$ cat config.mk
export PLATFORM = sky130hd
export DESIGN_NAME = uart_cmd_rcvr
export DESIGN_NICKNAME = d
export VERILOG_FILES = /design/src/rtl/uart_cmd_rcvr.sv
export SDC_FILE = /design/constraint.sdc
export NUM_CORES = 1
export LEC_CHECK = 0
export CORE_MARGIN = 2
export CORE_UTILIZATION = 45
export CTS_BUF_LIST = sky130_fd_sc_hd__clkbuf_8
export DETAILED_ROUTE_END_ITERATION = 7
export PLACE_DENSITY = 0.67
export SLEW_MARGIN = 20
export SYNTH_ARGS = -nofsm -noshare
export SYNTH_HDL_FRONTEND = slang
export SYNTH_SLANG_ARGS = --single-unit
$ cat constraint.sdc
create_clock -name clk -period 2 [get_ports clk]
set_input_delay 0.3 -clock clk [delete_from_list [all_inputs] [get_ports clk]]
set_output_delay 0.3 -clock clk [all_outputs]
set_load 0.05 [all_outputs]
$ cat src/rtl/uart_cmd_rcvr.sv
// uart_cmd_rcvr: 8N1 UART receiver that pairs two bytes into a 16-bit command.
// The first byte received becomes cmd[15:8] and the second becomes cmd[7:0]. cmd_rdy is
// sticky until the consumer acknowledges it. A framing error resynchronizes the byte pairing.
module uart_cmd_rcvr #(
    parameter int unsigned BAUD_CYCLES = 2604
) (
    input  logic        clk,
    input  logic        rst_n,
    input  logic        RX,
    input  logic        clr_cmd_rdy,
    output logic [15:0] cmd,
    output logic        cmd_rdy,
    output logic        frm_err
);

    localparam int unsigned CntW = $clog2(BAUD_CYCLES);
    localparam logic [CntW-1:0] HalfLoad = CntW'(BAUD_CYCLES / 2);
    localparam logic [CntW-1:0] FullLoad = CntW'(BAUD_CYCLES - 1);

    typedef enum logic {RxIdle, RxShift} rx_state_e;
    typedef enum logic {WaitHi, WaitLo} asm_state_e;

    rx_state_e       rx_state_q, rx_state_d;
    asm_state_e      asm_state_q, asm_state_d;
    logic            rx_meta_q, rx_s_q;
    logic [CntW-1:0] baud_cnt_q, baud_cnt_d;
    logic [3:0]      bit_cnt_q, bit_cnt_d;
    logic [9:0]      shift_q, shift_d;
    logic [7:0]      hi_byte_q, hi_byte_d;
    logic [15:0]     cmd_q, cmd_d;
    logic            cmd_rdy_q, cmd_rdy_d;

    logic       rx_s;
    logic       baud_tick, first_sample, last_sample;
    logic       start_det, byte_vld;
    logic [7:0] rx_byte;
    logic       unused_start_bit;

    assign rx_s = rx_s_q;

    // Two-flop synchronizer; preset high so reset does not look like a start bit.
    always_ff @(posedge clk or negedge rst_n) begin
        if (!rst_n) begin
            rx_meta_q <= 1'b1;
            rx_s_q    <= 1'b1;
        end else begin
            rx_meta_q <= RX;
            rx_s_q    <= rx_meta_q;
        end
    end

    // State and datapath registers for both state machines.
    always_ff @(posedge clk or negedge rst_n) begin
        if (!rst_n) begin
            rx_state_q  <= RxIdle;
            baud_cnt_q  <= '0;
            bit_cnt_q   <= '0;
            shift_q     <= '0;
            asm_state_q <= WaitHi;
            hi_byte_q   <= '0;
            cmd_q       <= '0;
            cmd_rdy_q   <= 1'b0;
        end else begin
            rx_state_q  <= rx_state_d;
            baud_cnt_q  <= baud_cnt_d;
            bit_cnt_q   <= bit_cnt_d;
            shift_q     <= shift_d;
            asm_state_q <= asm_state_d;
            hi_byte_q   <= hi_byte_d;
            cmd_q       <= cmd_d;
            cmd_rdy_q   <= cmd_rdy_d;
        end
    end

    // Sample-point decode shared by the next-state and output logic.
    always_comb begin
        baud_tick    = (rx_state_q == RxShift) && (baud_cnt_q == '0);
        first_sample = baud_tick && (bit_cnt_q == 4'd0);
        last_sample  = baud_tick && (bit_cnt_q == 4'd9);
    end

    // Bit receiver next state: half-bit delay to mid start bit, then one sample per bit.
    always_comb begin
        rx_state_d = rx_state_q;
        baud_cnt_d = baud_cnt_q;
        bit_cnt_d  = bit_cnt_q;
        shift_d    = shift_q;
        unique case (rx_state_q)
            RxIdle: begin
                if (!rx_s) begin
                    rx_state_d = RxShift;
                    baud_cnt_d = HalfLoad;
                    bit_cnt_d  = '0;
                end
            end
            RxShift: begin
                if (baud_tick) begin
                    shift_d    = {rx_s, shift_q[9:1]};
                    bit_cnt_d  = bit_cnt_q + 4'd1;
                    baud_cnt_d = FullLoad;
                    // A high mid-start sample is a glitch; the stop sample ends the frame.
                    if ((first_sample && rx_s) || last_sample) begin
                        rx_state_d = RxIdle;
                    end
                end else begin
                    baud_cnt_d = baud_cnt_q - CntW'(1);
                end
            end
        endcase
    end

    // Receiver outputs: byte strobe, framing error and start detection.
    always_comb begin
        byte_vld  = last_sample && rx_s;
        frm_err   = last_sample && !rx_s;
        start_det = (rx_state_q == RxIdle) && !rx_s;
        // On the stop sample the post-shift shift[8:1] equals the pre-shift shift[9:2].
        rx_byte   = shift_q[9:2];
    end

    // The start bit ends up in shift[0] and is never needed.
    assign unused_start_bit = shift_q[0];

    // Frame assembler next state: pair bytes into a command; a framing error restarts pairing.
    always_comb begin
        asm_state_d = asm_state_q;
        hi_byte_d   = hi_byte_q;
        cmd_d       = cmd_q;
        if (frm_err) begin
            asm_state_d = WaitHi;
        end else if (byte_vld) begin
            unique case (asm_state_q)
                WaitHi: begin
                    hi_byte_d   = rx_byte;
                    asm_state_d = WaitLo;
                end
                WaitLo: begin
                    cmd_d       = {hi_byte_q, rx_byte};
                    asm_state_d = WaitHi;
                end
            endcase
        end
    end

    // Sticky ready flag: a completed pair wins over an acknowledge or a new-command start.
    always_comb begin
        cmd_rdy_d = cmd_rdy_q;
        if (byte_vld && (asm_state_q == WaitLo)) begin
            cmd_rdy_d = 1'b1;
        end else if (clr_cmd_rdy || (start_det && (asm_state_q == WaitHi))) begin
            cmd_rdy_d = 1'b0;
        end
    end

    assign cmd     = cmd_q;
    assign cmd_rdy = cmd_rdy_q;

endmodule

==> key figures <==
Global route
  – Antenna violations before repair: 0
  – GRT Overall Usage: 17.0%
  – GRT Residual Overflow: 0
  – First-pass GRT wire length: 8.05 mm
  – Largest net degree at the start of global routing: 54
  – Vias in the first global route: 1621

STA
  – Final setup vio count: 0
  – Final period util: 97.4%
  – Slew @ Worst Pin: 0.497 ns
  – Minimum clock period: 1.95 ns
  – Skew final: 0.0108 ns
  – Fin Hold WS: 0.363 ns
  – Final Hold Fails: 0
  – Max Clk Rate: 513 MHz
  – Worst setup margin: 0.0516 ns
  – Sum Neg Setup Slack: 0 ns
  – Fin. max-slew vios: 0
  – Slew HR: 66.8%

Drt
  – Pre-Repair DR Iteration Count: 4
  – Vias/cell: 5.23
  – Final WL: 4.65 mm
  – ANT nets after route: 0
  – Vias after detailed routing: 1669
  – Drc violations: 0
  – Drt wl/cell: 14.6 um
  – DR iter-0 viols: 111

Logic synthesis
  – Adder-Cell Fraction of Synth Area: 2.60%
  – Largest family of logic cells by synthesized area: simple AND/OR/NAND/NOR gates
  – Synthesized area: 0.00241 mm2
  – Top FF cell, synth: dfrtp_1
  – Multiplexer area fraction after synthesis: 13.0%
  – Simple logic cell fraction of the synthesized area: 17.7%
  – Yosys Warn Count: 0
  – Post-synthesis cell count: 207
  – Post-synth EDFFs: 0
  – Synth Net Count: 216
  – Seq/Total Area, Yosys: 55.2%
  – Synth unique cells: 42
  – Compound-Gate Fraction of Synth Area: 8.26%
  – Flops & latches, synth: 53
  – Avg Synthesized Cell Area: 11.6 um2
  – Post-synthesis xor/xnor area fraction: 0.364%
  – Fraction of registers with async set/reset: 100%

Hold path
  – Number of stages on the worst hold path: 0
  – Hold EP: rx_s
  – Hold/Removal Path Class: reg -> reg
  – Hold Crit Start: rx_meta_q

Worst setup path
  – Startpoint types: register
  – Critical path peak fanout: 2
  – R2R setup slack: 0.11 ns
  – Delay-heaviest family, CP: simple AND/OR/NAND/NOR gates
  – Crit end category: primary output
  – CP bufs+invs: 2
  – Register-to-Register Path Depth: 7
  – Worst R2R End: hi_byte_q[7]
  – Slowest-stage cell, CP: dfrtp_1
  – Worst Path Required: 1.70 ns
  – Worst path cell trace: inv_2, ha_4, and3b_1, and4_4, nand2_4, nor2_4, buf_12
  – Max incr delay on CP: 0.41 ns
  – WP depth: 7
  – CP Class: reg -> out
  – RR Startpoint: bit_cnt_q[1]
  – Worst Path Arrival: 1.65 ns

Layout
  – Area Growth Syn to Fin: 24.7%
  – Fillers: 468
  – Share of layout cells above drive strength 1: 28.1%
  – Final net count: 257
  – N_diodes: 0
  – Non-filler instance count after layout: 319

CTS
  – H-Tree Depth: 2
  – Worst-path clk slew: 0.10 ns
  – Skew-Pair Late Insertion Delay: 0.31 ns
  – CTS tree: built
  – Clk Tree Root Cell: clkbuf_8
  – CTS Sinks: 53
  – Num CTS Buffers: 5
  – Clock Tree Buf Depth: 2

Pwr
  – VDD IR-drop max: 0.381 mV
  – Pwr dens: 581 mW/mm2
  – Leakage power: 0.00148 uW

Die
  – Vert. Die Dim: 77.1 um
  – Core area: 0.00514 mm2
  – Die ar.: 0.00595 mm2
  – Die W: 77.1 um
  – IO Count: 22
  – Initial Utilization: 46.8%
  – Cell Rows: 26

Outcome
  – Status: finished clean

Place
  – Place WS: 0.115 ns
  – Post-DP HPWL: 3.04 mm
  – # port buffers: 21
  – Placer Congestion: 0.742
  – Placed Cells: 299

Job
  – MaxCap Viol Count: 0
-- worst reg2reg max path, cell delays in order, from the launching register on --
cell and delay [ns]:
dfrtp_1 0.40, inv_1 0.10, ha_1 0.18, and3b_2 0.27, nand2_1 0.12, nor3_4 0.22, buf_12 0.16, mux2_2 0.33
-- synthesized netlist by cell type, drive strengths merged, types with 3 or more instances --
| cell | number | area share, % |
|---|---|---|
| dfrtp | 51 | 53 |
| nand2 | 38 | 5.9 |
| mux2 | 24 | 13 |
| a21oi | 7 | 1.5 |
| inv | 7 | 1.1 |
| nor2 | 7 | 1.1 |
| nand3 | 6 | 1.2 |
| nand4 | 6 | 2.4 |
| o21ai | 6 | 1.2 |
| clkbuf | 5 | 0.78 |
| ha | 5 | 2.6 |
| nor3 | 5 | 2.2 |
| a211o | 3 | 1.1 |
| buf | 3 | 0.99 |
| nor2b | 3 | 0.78 |
| o31ai | 3 | 0.94 |
-- cells by family (layout without fill, tap and decap cells) --
group / Yosys count / in the layout
buffers and inverters: 15 / 57
XOR/XNOR: 1 / 1
AO/OA/AOI/OAI: 30 / 30
adder cells (fa/ha/maj): 5 / 5
multiplexers: 25 / 25
flip-flops: 53 / 53
AND/OR/NAND/NOR: 78 / 78
-- placed cells by master, fill, tap and decap left out, types with 2 or more instances in the layout --
cell / instances
mux2_2: 15
nand4_1: 4
nand3_1: 6
nor3_4: 3
o21ai_0: 6
buf_12: 4
nor2_1: 6
ha_1: 4
or3_1: 2
buf_4: 17
a21o_1: 2
inv_1: 5
clkbuf_8: 5
o31ai_1: 3
dfrtp_1: 51
mux2_4: 9
nand3b_1: 2
nor4b_1: 2
o32ai_1: 2
dfstp_2: 2
a21oi_1: 7
clkdlybuf4s50_1: 19
a31oi_1: 2
nor2b_1: 3
inv_2: 2
o211ai_1: 2
nand2_1: 37
a211o_1: 3
-- layout make-up --
| class | instances | area (um2) | area share (%) |
|---|---|---|---|
| flip-flops and latches | 53 | 1330 | 44.3 |
| multi-input cells | 139 | 1050 | 35.1 |
| repair buffers | 42 | 413 | 13.8 |
| well taps | 70 | 87.6 | 2.92 |
| clock buffers | 5 | 68.8 | 2.29 |
| inverters | 7 | 26.3 | 0.875 |
| clock inverters | 3 | 25.0 | 0.834 |
-- power breakdown --
group,internal [uW],switching (uW)
Sequential,1070,2.35
Clock,253,377
Combinational,11.9,25.3
Total,1340,405
-- sequential cells by signal (all words and copies together) (netlist names) --
signal and flops:
cmd 16, baud_cnt_q 12, hi_byte_q 8, shift_q 8, bit_cnt_q 4, asm_state_q 1
cmd_rdy 1, rx_meta_q 1, rx_s 1, rx_state_q 1
-- repair_timing --
action                                 in CTS  in global routing
hold buffers                                1                  0
setup endpoints to repair                   1                 10
endpoints found under the hold margin      51                  0
buffers inserted                            8                  3
gates cloned                                0                  0
pin swaps                                   5                  2
gates resized for setup                     8                  4
-- per-stage QoR --
stage / total power [uW] / util [%] / instance area (um2)
2_1_floorplan: 1100 / - / 2410
3_3_place_gp: 1140 / 54.0 / 2780
3_5_place_dp: 1140 / 54.0 / 2780
4_1_cts: 1760 / 57.5 / 2950
5_1_grt: 1810 / 58.4 / 3000
6_report: 1740 / 58.4 / 3000
-- how the worst max path moves through the flow --
| stage | start | to | slack, ns |
|---|---|---|---|
| floorplan | baud_cnt_q[0] | frm_err | 0.09 |
| global placement | baud_cnt_q[0] | cmd[3] | 0.18 |
| detailed placement | baud_cnt_q[0] | cmd[1] | 0.11 |
| CTS | baud_cnt_q[0] | frm_err | 0.007 |
| global route | baud_cnt_q[0] | frm_err | -0.02 |
| finish | baud_cnt_q[0] | frm_err | 0.05 |
-- layer usage --
metal / GRT usage, % / routed length [um] / up-vias
met1: 23.9 / 2130 / 809
met2: 26.0 / 2240 / 43
li1: - / - / 813
met4: 5.36 / 48 / 0
met3: 4.12 / 239 / 4
met5: 0 / 0 / -
Power figures use the tool's default switching activity.
